===== src/rtl/alu_issue.sv =====
// alu_issue: issue stage for a single external RV64I ALU.
// Accepts one decoded instruction, drives the ALU for one cycle (EXEC),
// captures the result/branch decision and holds it until the consumer takes it.
// Ports:
//   clk, rst_n                 clock, async active-low reset
//   in_valid/in_ready          instruction handshake
//   opcode/funct3/funct7       RV64I fields
//   rs1, rs2, imm, pc          operands, sign-extended immediate, pc
//   alu_a/alu_b/alu_func/alu_sub_sra   ALU drive
//   alu_s/alu_eq/alu_lu/alu_ls         ALU result and compare flags
//   out_valid/out_ready        result handshake
//   out_result/out_br_target/out_br_taken/out_illegal  response fields
module alu_issue (
  input  logic        clk,
  input  logic        rst_n,
  input  logic        in_valid,
  output logic        in_ready,
  input  logic [6:0]  opcode,
  input  logic [2:0]  funct3,
  input  logic [6:0]  funct7,
  input  logic [63:0] rs1,
  input  logic [63:0] rs2,
  input  logic [63:0] imm,
  input  logic [63:0] pc,
  output logic [63:0] alu_a,
  output logic [63:0] alu_b,
  output logic [2:0]  alu_func,
  output logic        alu_sub_sra,
  input  logic [63:0] alu_s,
  input  logic        alu_eq,
  input  logic        alu_lu,
  input  logic        alu_ls,
  output logic        out_valid,
  input  logic        out_ready,
  output logic [63:0] out_result,
  output logic [63:0] out_br_target,
  output logic        out_br_taken,
  output logic        out_illegal
);

  localparam logic [6:0] OPC_OP     = 7'b0110011;
  localparam logic [6:0] OPC_IMM    = 7'b0010011;
  localparam logic [6:0] OPC_OP32   = 7'b0111011;
  localparam logic [6:0] OPC_IMM32  = 7'b0011011;
  localparam logic [6:0] OPC_LUI    = 7'b0110111;
  localparam logic [6:0] OPC_AUIPC  = 7'b0010111;
  localparam logic [6:0] OPC_BRANCH = 7'b1100011;

  typedef struct packed {
    logic [6:0]  opcode;
    logic [2:0]  funct3;
    logic [6:0]  funct7;
    logic [63:0] rs1;
    logic [63:0] rs2;
    logic [63:0] imm;
    logic [63:0] pc;
  } instr_t;

  typedef enum logic [1:0] {S_IDLE, S_EXEC, S_HOLD} state_t;

  state_t state, state_nxt;
  instr_t h;
  logic   accept;

  // ---------------- FSM ----------------
  always_ff @(posedge clk or negedge rst_n) begin
    if (!rst_n) state <= S_IDLE;
    else        state <= state_nxt;
  end

  always_comb begin
    state_nxt = state;
    in_ready  = (state == S_IDLE) || ((state == S_HOLD) && out_ready);
    accept    = in_valid && in_ready;
    case (state)
      S_IDLE:  if (accept) state_nxt = S_EXEC;
      S_EXEC:  state_nxt = S_HOLD;
      S_HOLD:  if (out_ready) state_nxt = accept ? S_EXEC : S_IDLE;
      default: state_nxt = S_IDLE;
    endcase
  end

  always_ff @(posedge clk or negedge rst_n) begin
    if (!rst_n)      h <= '0;
    else if (accept) h <= {opcode, funct3, funct7, rs1, rs2, imm, pc};
  end

  // ---------------- decode (from holding regs only) ----------------
  logic [63:0] d_a, d_b;
  logic [2:0]  d_func;
  logic        d_sub, d_word, d_branch, d_illegal;
  logic        f7_ok, is_reg, is_shift;

  assign f7_ok    = (h.funct7 == 7'b0000000) || (h.funct7 == 7'b0100000);
  assign is_reg   = (h.opcode == OPC_OP) || (h.opcode == OPC_OP32);
  assign is_shift = (h.funct3 == 3'b001) || (h.funct3 == 3'b101);

  always_comb begin
    d_a       = h.rs1;
    d_b       = h.rs2;
    d_func    = h.funct3;
    d_sub     = 1'b0;
    d_word    = 1'b0;
    d_branch  = 1'b0;
    d_illegal = 1'b0;
    case (h.opcode)
      OPC_OP, OPC_IMM: begin
        if (!is_reg) d_b = h.imm;
        if (is_reg && !f7_ok) d_illegal = 1'b1;
        case (h.funct3)
          3'b010, 3'b011: d_sub = 1'b1;              // compare uses subtractor
          3'b000:         d_sub = is_reg & h.funct7[5]; // ADDI has no SUBI
          3'b101:         d_sub = h.funct7[5];
          default:        d_sub = 1'b0;
        endcase
        if (is_shift) d_b[63:6] = '0;
      end
      OPC_OP32, OPC_IMM32: begin
        d_word = 1'b1;
        if (!is_reg) d_b = h.imm;
        if (!((h.funct3 == 3'b000) || is_shift) || (is_reg && !f7_ok))
          d_illegal = 1'b1;
        if (h.funct3 == 3'b000)      d_sub = is_reg & h.funct7[5];
        else if (h.funct3 == 3'b101) d_sub = h.funct7[5];
        // 32-bit right shifts need the upper half prepared so the 64-bit
        // shifter yields the correct low word
        if (h.funct3 == 3'b101)
          d_a = h.funct7[5] ? {{32{h.rs1[31]}}, h.rs1[31:0]} : {32'b0, h.rs1[31:0]};
        if (is_shift) d_b[63:5] = '0;
      end
      OPC_LUI: begin
        d_a    = '0;
        d_b    = h.imm;
        d_func = 3'b000;
      end
      OPC_AUIPC: begin
        d_a    = h.pc;
        d_b    = h.imm;
        d_func = 3'b000;
      end
      OPC_BRANCH: begin
        d_func    = 3'b000;
        d_sub     = 1'b1;
        d_branch  = 1'b1;
        d_illegal = (h.funct3 == 3'b010) || (h.funct3 == 3'b011);
      end
      default: begin
        d_a       = '0;
        d_b       = '0;
        d_func    = 3'b000;
        d_illegal = 1'b1;
      end
    endcase
  end

  logic        taken;
  logic [63:0] result;

  always_comb begin
    case (h.funct3)
      3'b000:  taken = alu_eq;
      3'b001:  taken = !alu_eq;
      3'b100:  taken = alu_ls;
      3'b101:  taken = !alu_ls;
      3'b110:  taken = alu_lu;
      3'b111:  taken = !alu_lu;
      default: taken = 1'b0;
    endcase
  end

  always_comb begin
    if (d_illegal || d_branch) result = '0;
    else if (d_word)           result = {{32{alu_s[31]}}, alu_s[31:0]};
    else                       result = alu_s;
  end

  // ---------------- ALU drive: live in EXEC, frozen otherwise ----------------
  logic [63:0] a_q, b_q;
  logic [2:0]  func_q;
  logic        sub_q;

  always_ff @(posedge clk or negedge rst_n) begin
    if (!rst_n) begin
      a_q    <= '0;
      b_q    <= '0;
      func_q <= '0;
      sub_q  <= 1'b0;
    end else if (state == S_EXEC) begin
      a_q    <= d_a;
      b_q    <= d_b;
      func_q <= d_func;
      sub_q  <= d_sub;
    end
  end

  assign alu_a       = (state == S_EXEC) ? d_a    : a_q;
  assign alu_b       = (state == S_EXEC) ? d_b    : b_q;
  assign alu_func    = (state == S_EXEC) ? d_func : func_q;
  assign alu_sub_sra = (state == S_EXEC) ? d_sub  : sub_q;

  // ---------------- response registers ----------------
  always_ff @(posedge clk or negedge rst_n) begin
    if (!rst_n) begin
      out_valid     <= 1'b0;
      out_result    <= '0;
      out_br_target <= '0;
      out_br_taken  <= 1'b0;
      out_illegal   <= 1'b0;
    end else if (state == S_EXEC) begin
      out_valid     <= 1'b1;
      out_result    <= result;
      out_br_target <= h.pc + h.imm;
      out_br_taken  <= d_branch && !d_illegal && taken;
      out_illegal   <= d_illegal;
    end else if (out_valid && out_ready) begin
      out_valid     <= 1'b0;
    end
  end

endmodule


===== config.mk =====
export PLATFORM = sky130hd
export DESIGN_NAME = alu_issue
export DESIGN_NICKNAME = d
export VERILOG_FILES = /design/src/rtl/alu_issue.sv
export SDC_FILE = /design/constraint.sdc
export NUM_CORES = 1
export LEC_CHECK = 0
export BUFFER_PORTS_ARGS = -buffer_cell sky130_fd_sc_hd__buf_2
export CAP_MARGIN = 30
export CORE_AREA = 2 2 237 239
export CTS_BUF_LIST = sky130_fd_sc_hd__clkbuf_4 sky130_fd_sc_hd__clkbuf_8 sky130_fd_sc_hd__clkbuf_16
export CTS_CLUSTER_SIZE = 10
export DETAILED_ROUTE_END_ITERATION = 7
export DIE_AREA = 0 0 239 241
export PLACE_DENSITY = 0.76
export SYNTH_ARGS = -nofsm -noshare
export SYNTH_HDL_FRONTEND = slang
export SYNTH_SLANG_ARGS = --single-unit

===== constraint.sdc =====
create_clock -name clk -period 6.9 [get_ports clk]
set_input_delay 0.345 -clock clk [delete_from_list [all_inputs] [get_ports clk]]
set_output_delay 0.345 -clock clk [all_outputs]
set_load 0.03 [all_outputs]

# == Word-level counts from Yosys, hierarchy flattened ==
# Index checks and enable logic that the tools add are counted.
# op_classes
muxes,30
reduce_logical,31
add_sub_neg,1
n_bitwise,1
eq_ne,19
# ops
operator,n
two-way mux 64 bit,7
one-hot mux 64 bit (4 select lines),1
one-hot mux 64 bit (3 select lines),1
adder 64 bit,1
two-way mux 59 bit,1
two-way mux 58 bit,1
"== test 7 x 6 -> 1 bit, second input constant",4
"== test 7 x 5 -> 1 bit, second input constant",3
"== test 3 bit, second input constant",4
two-way mux 1 bit,10
logical OR 1 bit,8
OR reduction 2 bit,4
"== test 7 bit, second input constant",1
logical NOT 7 bit,1
"== test 3 x 2 -> 1 bit, second input constant",2
logical AND 1 bit,6
logical NOT 1 bit,6
two-way mux 3 bit,2
one-hot mux 1 bit (3 select lines),2
one-hot mux 1 bit (6 select lines),1
one-hot mux 2 bit (3 select lines),1
two-way mux 2 bit,2
"!= test 2 bit, second input constant",2
one-hot mux 1 bit (4 select lines),1
10 further kinds,10
# totals
reg_bits,538
input_bits,344
output_inout_bits,264
wordCells,99

# == Depth between registers and ports, before layout ==
# Gate-level depths: netlist (run 1).
# logic_depth
word_depth,10
depth_mapped,12
depth_no_buf,12

# == Least setup slack after synthesis (run 1) ==
# No wires, ideal clock.
# synth_timing
path_type,flip-flop to output port
start,reg h[269] (netlist bit)
end,out alu_b[43]
path_buffers,3
stages_incl_launch_ff,9
arrival_ns,2.797
t_required_ns,6.555
path_slack_ns,3.758
cell_sequence,dfrtp_1 or3_1 or2_1 clkbuf_1 o21ai_1 clkbuf_1 clkbuf_1 a22oi_1 o21ai_0
# synth_via
elab_chain_cells,6
elab_cells_between_ends,16
cone_classes,eq/ne (7); mux (5); reduce/logical (4)
# synth_rtl
item,line,text
from (decl),62,instr_t h;
from (signal assigned),85,"else if (accept) h <= {opcode, funct3, funct7, rs1, rs2, imm, pc};"
== test 7 x 6 -> 1 bit,"95, 106",
logical OR 1 bit,95,assign is_reg = (h.opcode == OPC_OP) || (h.opcode == OPC_OP32);
two-way mux 64 bit,"108, 120",
two-way mux 59 bit or two-way mux 58 bit (tied branches),"129, 116",
one-hot mux 64 bit (4 select lines) *,106,case (h.opcode)
two-way mux 64 bit *,n/a,
to (decl),26,"output logic [63:0] alu_b,"
# Mark *: on every way between the ends. The rest lies on a longest branch, timed or not.

# == Worst setup path after layout (run 1) ==
# layout_timing
start,reg h[272] (netlist bit)
end,out alu_b[45]
# The elaborated chain is that of the path after synthesis.

==> results.yml, run 1 <==
cts:
  ctsHoldBuffers: 303
  h-tree-depth: 2
  cts.sink_count: 538
  clk_path_buf_depth: 3
  cts_setup_buffers: 0
  post_cts_resized: 0
  cts_buffers: 61
  clock_latency_ns: 0.61
  cts_root_buf: "clkbuf_16"
  path_clk_slew_ns: 0.06
  cts_tree: "done"
sta:
  setup_viol: 0
  tns_ns: 0
  hold_violations: 0
  fin_worst_skew_ns: 0.01273
  relSlewSlack_pct: 24.05
  hold_ws_ns: 0.02131
  finalCritPeriodShare_pct: 64.22
  layout_min_cycle_time_ns: 4.431
  grt_setup_unrepaired: "no"
  timing.fmax_mhz: 225.7
  finalMaxSlewViolations: 0
  tightest_slew_ns: 1.139
  timing.final.ws_setup_ns: 2.469
routing:
  drc: 0
  vias_per_cell: 5.823
  dr.pass1.iters: 8
  drt-wirelength-per-cell_um: 23.47
  detail_route.wirelength_um: 89410
  ant_nets: 0
  vias: 22179
  drt_iter0_markers: 1779
floorplan:
  boundaryPins: 608
  die-area_mm2: 0.05760
  coreArea_mm2: 0.05488
  die_y_um: 241
  initial_core_util_pct: 44.93
  row_count: 86
  die-width_um: 239
setup_path:
  cp.required_ns: 6.55
  crit_slowest_cell: "buf_4"
  cp_max_fo: 39
  arrival_ns: 4.09
  slowest_delay_ns: 0.71
  start_kind: "flip-flop"
  critPathKind: "flip-flop to output pin"
  critPathCaptureType: "output pin"
  crit_chain: "nand2b_1, nor3_1, nand2_1, o21ai_4, buf_4, a22oi_1, o21ai_0, buf_2"
place:
  io_buffer_count: 607
  dp_slack_ns: 3.104
  place_congestion: 0.9569
  dpl.hpwl_um: 58390
  placed_cell_area_mm2: 0.02833
global_routing:
  track_usage_pct: 30.12
  grt_max_degree: 188
  antenna_found_initial: 17
  grt_pass1_wl_um: 133600
  first_global_vias: 22863
  globalRouteOverflowTotal: 0
yosys:
  synth_fp_nets: 2638
  syn_avg_cell_area_um2: 11.06
  synth_ff_type: "dfrtp_1"
  synth_cell_type_count: 70
  synth-edff-count: 0
  postSynth.asyncResetShare_pct: 100.0
  synth_seq_area_share_pct: 54.60
  yosys_warnings: 0
  ys_ff_latch: 538
  synthCells: 2230
  synthesis.area_mm2: 0.02466
cells_and_area:
  fin_nets: 3487
  layout_common_cells: "606 x buf_2, 538 x dfrtp_1, 303 x dlygate4sd3_1"
  fin_util_pct: 60.31
  layout_commonest_cell: "buf_2"
  syn2layout_area_growth_pct: 34.24
  layout-drive-gt1-share_pct: 32.38
  design_area_mm2: 0.03310
power:
  p_seq_share_pct: 36.8
  pwr-share-comb_pct: 39.1
  switching_share_pct: 39.00
  vdd.ir_drop.worst_uv: 234.0
  power_density_mw_per_mm2: 362.6
  power.leakage_uw: 0.01551
  p_switching_uw: 4680
  pwr-share-clk_pct: 24.1
  p_int_uw: 7321
run_status:
  status: "finished clean"
worst_hold_path:
  hold_path.class: "primary input to flip-flop"
job:
  max-cap-violations: 0
## cells in the mapped netlist (33+ instances only)
library cell	number	area (µm²)
a21o_1	38	285.3
a21oi_1	107	535.5
a221oi_1	33	289.0
a22o_1	65	569.3
a22oi_1	66	495.5
clkbuf_1	137	514.2
dfrtp_1	538	13460
ha_1	63	788.3
mux2_2	272	3063
nand2_1	273	1025
nor2_1	139	521.8
o21ai_0	230	1151
xnor2_1	35	306.5
## metal layers
layer	GRT usage [%]	up-vias	routed length [µm]
met2	50.62	1154	43450
met3	6.988	335	7210
li1	-	9715	-
met5	0	-	23
met1	36.42	10971	33990
met4	15.30	4	4729
## power by group through the flow
stage | logic (µW) | registers, µW | clock network, µW
final | 4690 | 4420 | 2890
after global routing | 5050 | 4490 | 3070
after CTS | 4610 | 4400 | 2920
after detailed placement | 4430 | 4440 | 0
after global placement | 4370 | 4390 | 0
after floorplan | 2680 | 4710 | 0
## per-stage QoR
step | cells | total power (µW)
after floorplan | 2230 | 7394
after global placement | 3413 | 8766
after detailed placement | 3415 | 8877
after CTS | 3790 | 11930
after global routing | 3805 | 12610
final | 3809 | 12000
## worst paths after layout
path | end | from | cells after the start | slack, ns
setup / recovery | alu_b[45] | h[272]$_DFFE_PN0P_ | 8 | 2.47
hold / removal | out_result[63]$_DFFE_PN0P_ | alu_s[63] | 3 | 0.02
setup reg to reg | out_br_target[36]$_DFFE_PN0P_ | h[0]$_DFFE_PN0P_ | 12 | 3.04
hold reg to reg | out_br_target[29]$_DFFE_PN0P_ | out_br_target[29]$_DFFE_PN0P_ | 2 | 0.48
max in group asynchronous | h[15]$_DFFE_PN0P_ | rst_n | 3 | 4.93
min in group asynchronous | h[198]$_DFFE_PN0P_ | rst_n | 2 | 0.42
## registers in the layout, indices dropped and copies added, names as in the netlist
name and cells:
out_illegal 1, a_q 64, sub_q 1, out_br_taken 1, b_q 64, out_valid 1
out_result 64, func_q 3, state 2, h 273, out_br_target 64
## cells by family (layout without fill, tap and decap cells)
group | count (synthesis) | after routing | share of synthesized area [%]
AOI/OAI and AO/OA | 625 | 625 | 16.42
muxes | 273 | 273 | 12.46
xor gates and xnor gates | 57 | 57 | 2.025
buffers and inverters | 159 | 1017 | 2.481
DFF | 538 | 538 | 54.60
and+or+nand+nor | 514 | 514 | 8.738
other | 0 | 17 | 0
adders and majority gates | 64 | 64 | 3.278
## cell type report
class / instances / area, µm²
multi-input cells: 1533 / 10660
inverters: 12 / 45.04
clock buffers: 68 / 1585
repair buffers: 933 / 6356
diodes: 17 / 42.54
fillers: 4149 / 21780
well taps: 704 / 880.8
flip-flops and latches: 538 / 13460
clock inverters: 4 / 70.07
## worst max-delay path, delay by kind of cell (launching register included)
kind / cells / cell delay (ns)
compound gates: 3 / 1.23
buf+inv: 2 / 1.00
flops: 1 / 0.40
simple gates: 3 / 0.81
Power figures use the tool's default switching activity.
==> run 2: changes to the inputs <==
- clock period: 6.9 -> 4.15 ns (I/O delays scaled with it)
==> run 2 against run 1 <==
  * Clock skew grew 0.0092 ns
  * Sequential share of layout area shrank 0.92 points
  * Global-route usage increased by 1.4 points
  * Register-to-register slack worse by 2.5 ns
  * Design area up 2.3%
  * Cell count up 1.8%
  * Non-clock buffer count is 55 higher
  * Die area unchanged
  * Critical endpoint is now alu_b[20]
==> results.yml, run 2 (same netlist as run 1, synthesis figures left out) <==
cts:
  h-tree-depth: 3
  ctsHoldBuffers: 339
  cts_setup_buffers: 0
  clock_latency_ns: 0.60
  cts.sink_count: 538
  cts_buffers: 66
  post_cts_resized: 0
  path_clk_slew_ns: 0.06
  clk_path_buf_depth: 3
  cts_tree: "done"
  cts_root_buf: "clkbuf_16"
global_routing:
  globalRouteOverflowTotal: 0
  track_usage_pct: 31.55
  grtUsageMet3_pct: 8.372
  antenna_found_initial: 16
  grt_max_degree: 210
  grt.met1_usage_pct: 37.66
  first_global_vias: 23530
  grt.busiest_layer: "met2"
  grt_pass1_wl_um: 138700
  use_met2_pct: 52.16
sta:
  fin_worst_skew_ns: 0.02189
  tightest_slew_ns: 1.226
  layout_min_cycle_time_ns: 3.959
  hold_ws_ns: 0.08574
  timing.final.ws_setup_ns: 0.1912
  relSlewSlack_pct: 18.25
  finalCritPeriodShare_pct: 95.39
  tns_ns: 0
  timing.fmax_mhz: 252.6
  finalMaxSlewViolations: 0
  setup_viol: 0
  hold_violations: 0
  grt_setup_unrepaired: "no"
routing:
  drt-wirelength-per-cell_um: 23.90
  dr.pass1.iters: 6
  drt_iter0_markers: 1693
  detail_route.wirelength_um: 92660
  ant_nets: 0
  vias: 22698
  drc: 0
  vias_per_cell: 5.856
floorplan:
  row_count: 86
  boundaryPins: 608
  die-width_um: 239
  coreArea_mm2: 0.05488
  initial_core_util_pct: 44.93
  die-area_mm2: 0.05760
  die_y_um: 241
setup_path:
  cp_max_fo: 22
  critPathCaptureType: "output pin"
  arrival_ns: 3.75
  critPathKind: "flip-flop to output pin"
  cp.required_ns: 3.94
  start_kind: "flip-flop"
cells_and_area:
  fill_cells: 4140
  layout_commonest_cell: "buf_2"
  layout-drive-gt1-share_pct: 32.74
  fin_util_pct: 61.71
  syn2layout_area_growth_pct: 37.34
  layout_common_cells: "606 x buf_2, 538 x dfrtp_1, 339 x dlygate4sd3_1"
  regMostFlops: "h"
  largest_register_ffs: 273
  fin_nets: 3547
power:
  power.leakage_uw: 0.01589
  power_density_mw_per_mm2: 607.4
  finalPower_uw: 20570
  vdd.ir_drop.worst_uv: 429.1
job:
  max-cap-violations: 0
place:
  dpl.hpwl_um: 59660
  io_buffer_count: 607
  place_congestion: 0.9302
  dp_slack_ns: 0.5060
worst_hold_path:
  hold_path.class: "primary input to flip-flop"
run_status:
  status: "finished clean"
==> run 2: cell types whose count changed in the layout (fill, tap and decap cells not counted), sizes merged <==
cell and change:
buf +18, bufinv -1, clkbuf +11, clkinv +3
clkinvlp +1, diode -3, dlygate4sd3 +36, inv +2
==> run 2: layout make-up <==
| cell class | instances | area (µm²) | area share, % |
|---|---|---|---|
| Sequential cell | 538 | 13460 | 39.76 |
| Inverter | 12 | 45.04 | 0.1330 |
| Tap cell | 704 | 880.8 | 2.601 |
| Timing Repair Buffer | 988 | 6864 | 20.27 |
| Clock buffer | 78 | 1802 | 5.321 |
| Multi-Input combinational cell | 1533 | 10660 | 31.47 |
| Antenna cell | 14 | 35.03 | 0.1035 |
| Clock inverter | 9 | 117.6 | 0.3473 |
==> run 2: worst paths after layout <==
path | startpoint | endpoint | slack [ns] | cells past startpoint
worst max-delay path | h[272]$_DFFE_PN0P_ | alu_b[20] | 0.19 | 8
worst min-delay path | alu_eq | out_br_taken$_DFFE_PN0P_ | 0.09 | 5
worst max register to register | h[79]$_DFFE_PN0P_ | out_br_target[55]$_DFFE_PN0P_ | 0.50 | 11
worst min register to register | out_br_target[35]$_DFFE_PN0P_ | out_br_target[35]$_DFFE_PN0P_ | 0.47 | 2
max in group asynchronous | rst_n | out_br_target[55]$_DFFE_PN0P_ | 2.63 | 3
min in group asynchronous | rst_n | b_q[57]$_DFF_PN0_ | 0.23 | 2
==> run 2: worst max-delay path: stages (launching register included) <==
cell	delay, ns
dfrtp_1	0.40
nand2b_1	0.19
nor3_1	0.39
nand2_1	0.21
o21ai_4	0.62
buf_4	0.43
a22oi_1	0.15
o21ai_0	0.46
buf_2	0.31
==> run 2: power by group <==
group / internal, µW / switching, µW
Clock: 3110 / 2200
Combinational: 2980 / 4900
Sequential: 6470 / 898
Total: 12600 / 8000
==> run 2: stage by stage <==
step,instance area [µm²],cells
after floorplan,24660,2230
after global placement,28480,3434
after detailed placement,28480,3434
after CTS,33790,3860
after global routing,33850,3869
final,33860,3876
==> run 2: metal layers <==
metal | routed length [µm] | vias up | part of all wire, %
met1 | 34920 | 11165 | 38
met3 | 7892 | 382 | 8.5
li1 | - | 9844 | -
met5 | 90 | - | 0.097
met4 | 5464 | 10 | 5.9
met2 | 44290 | 1297 | 48
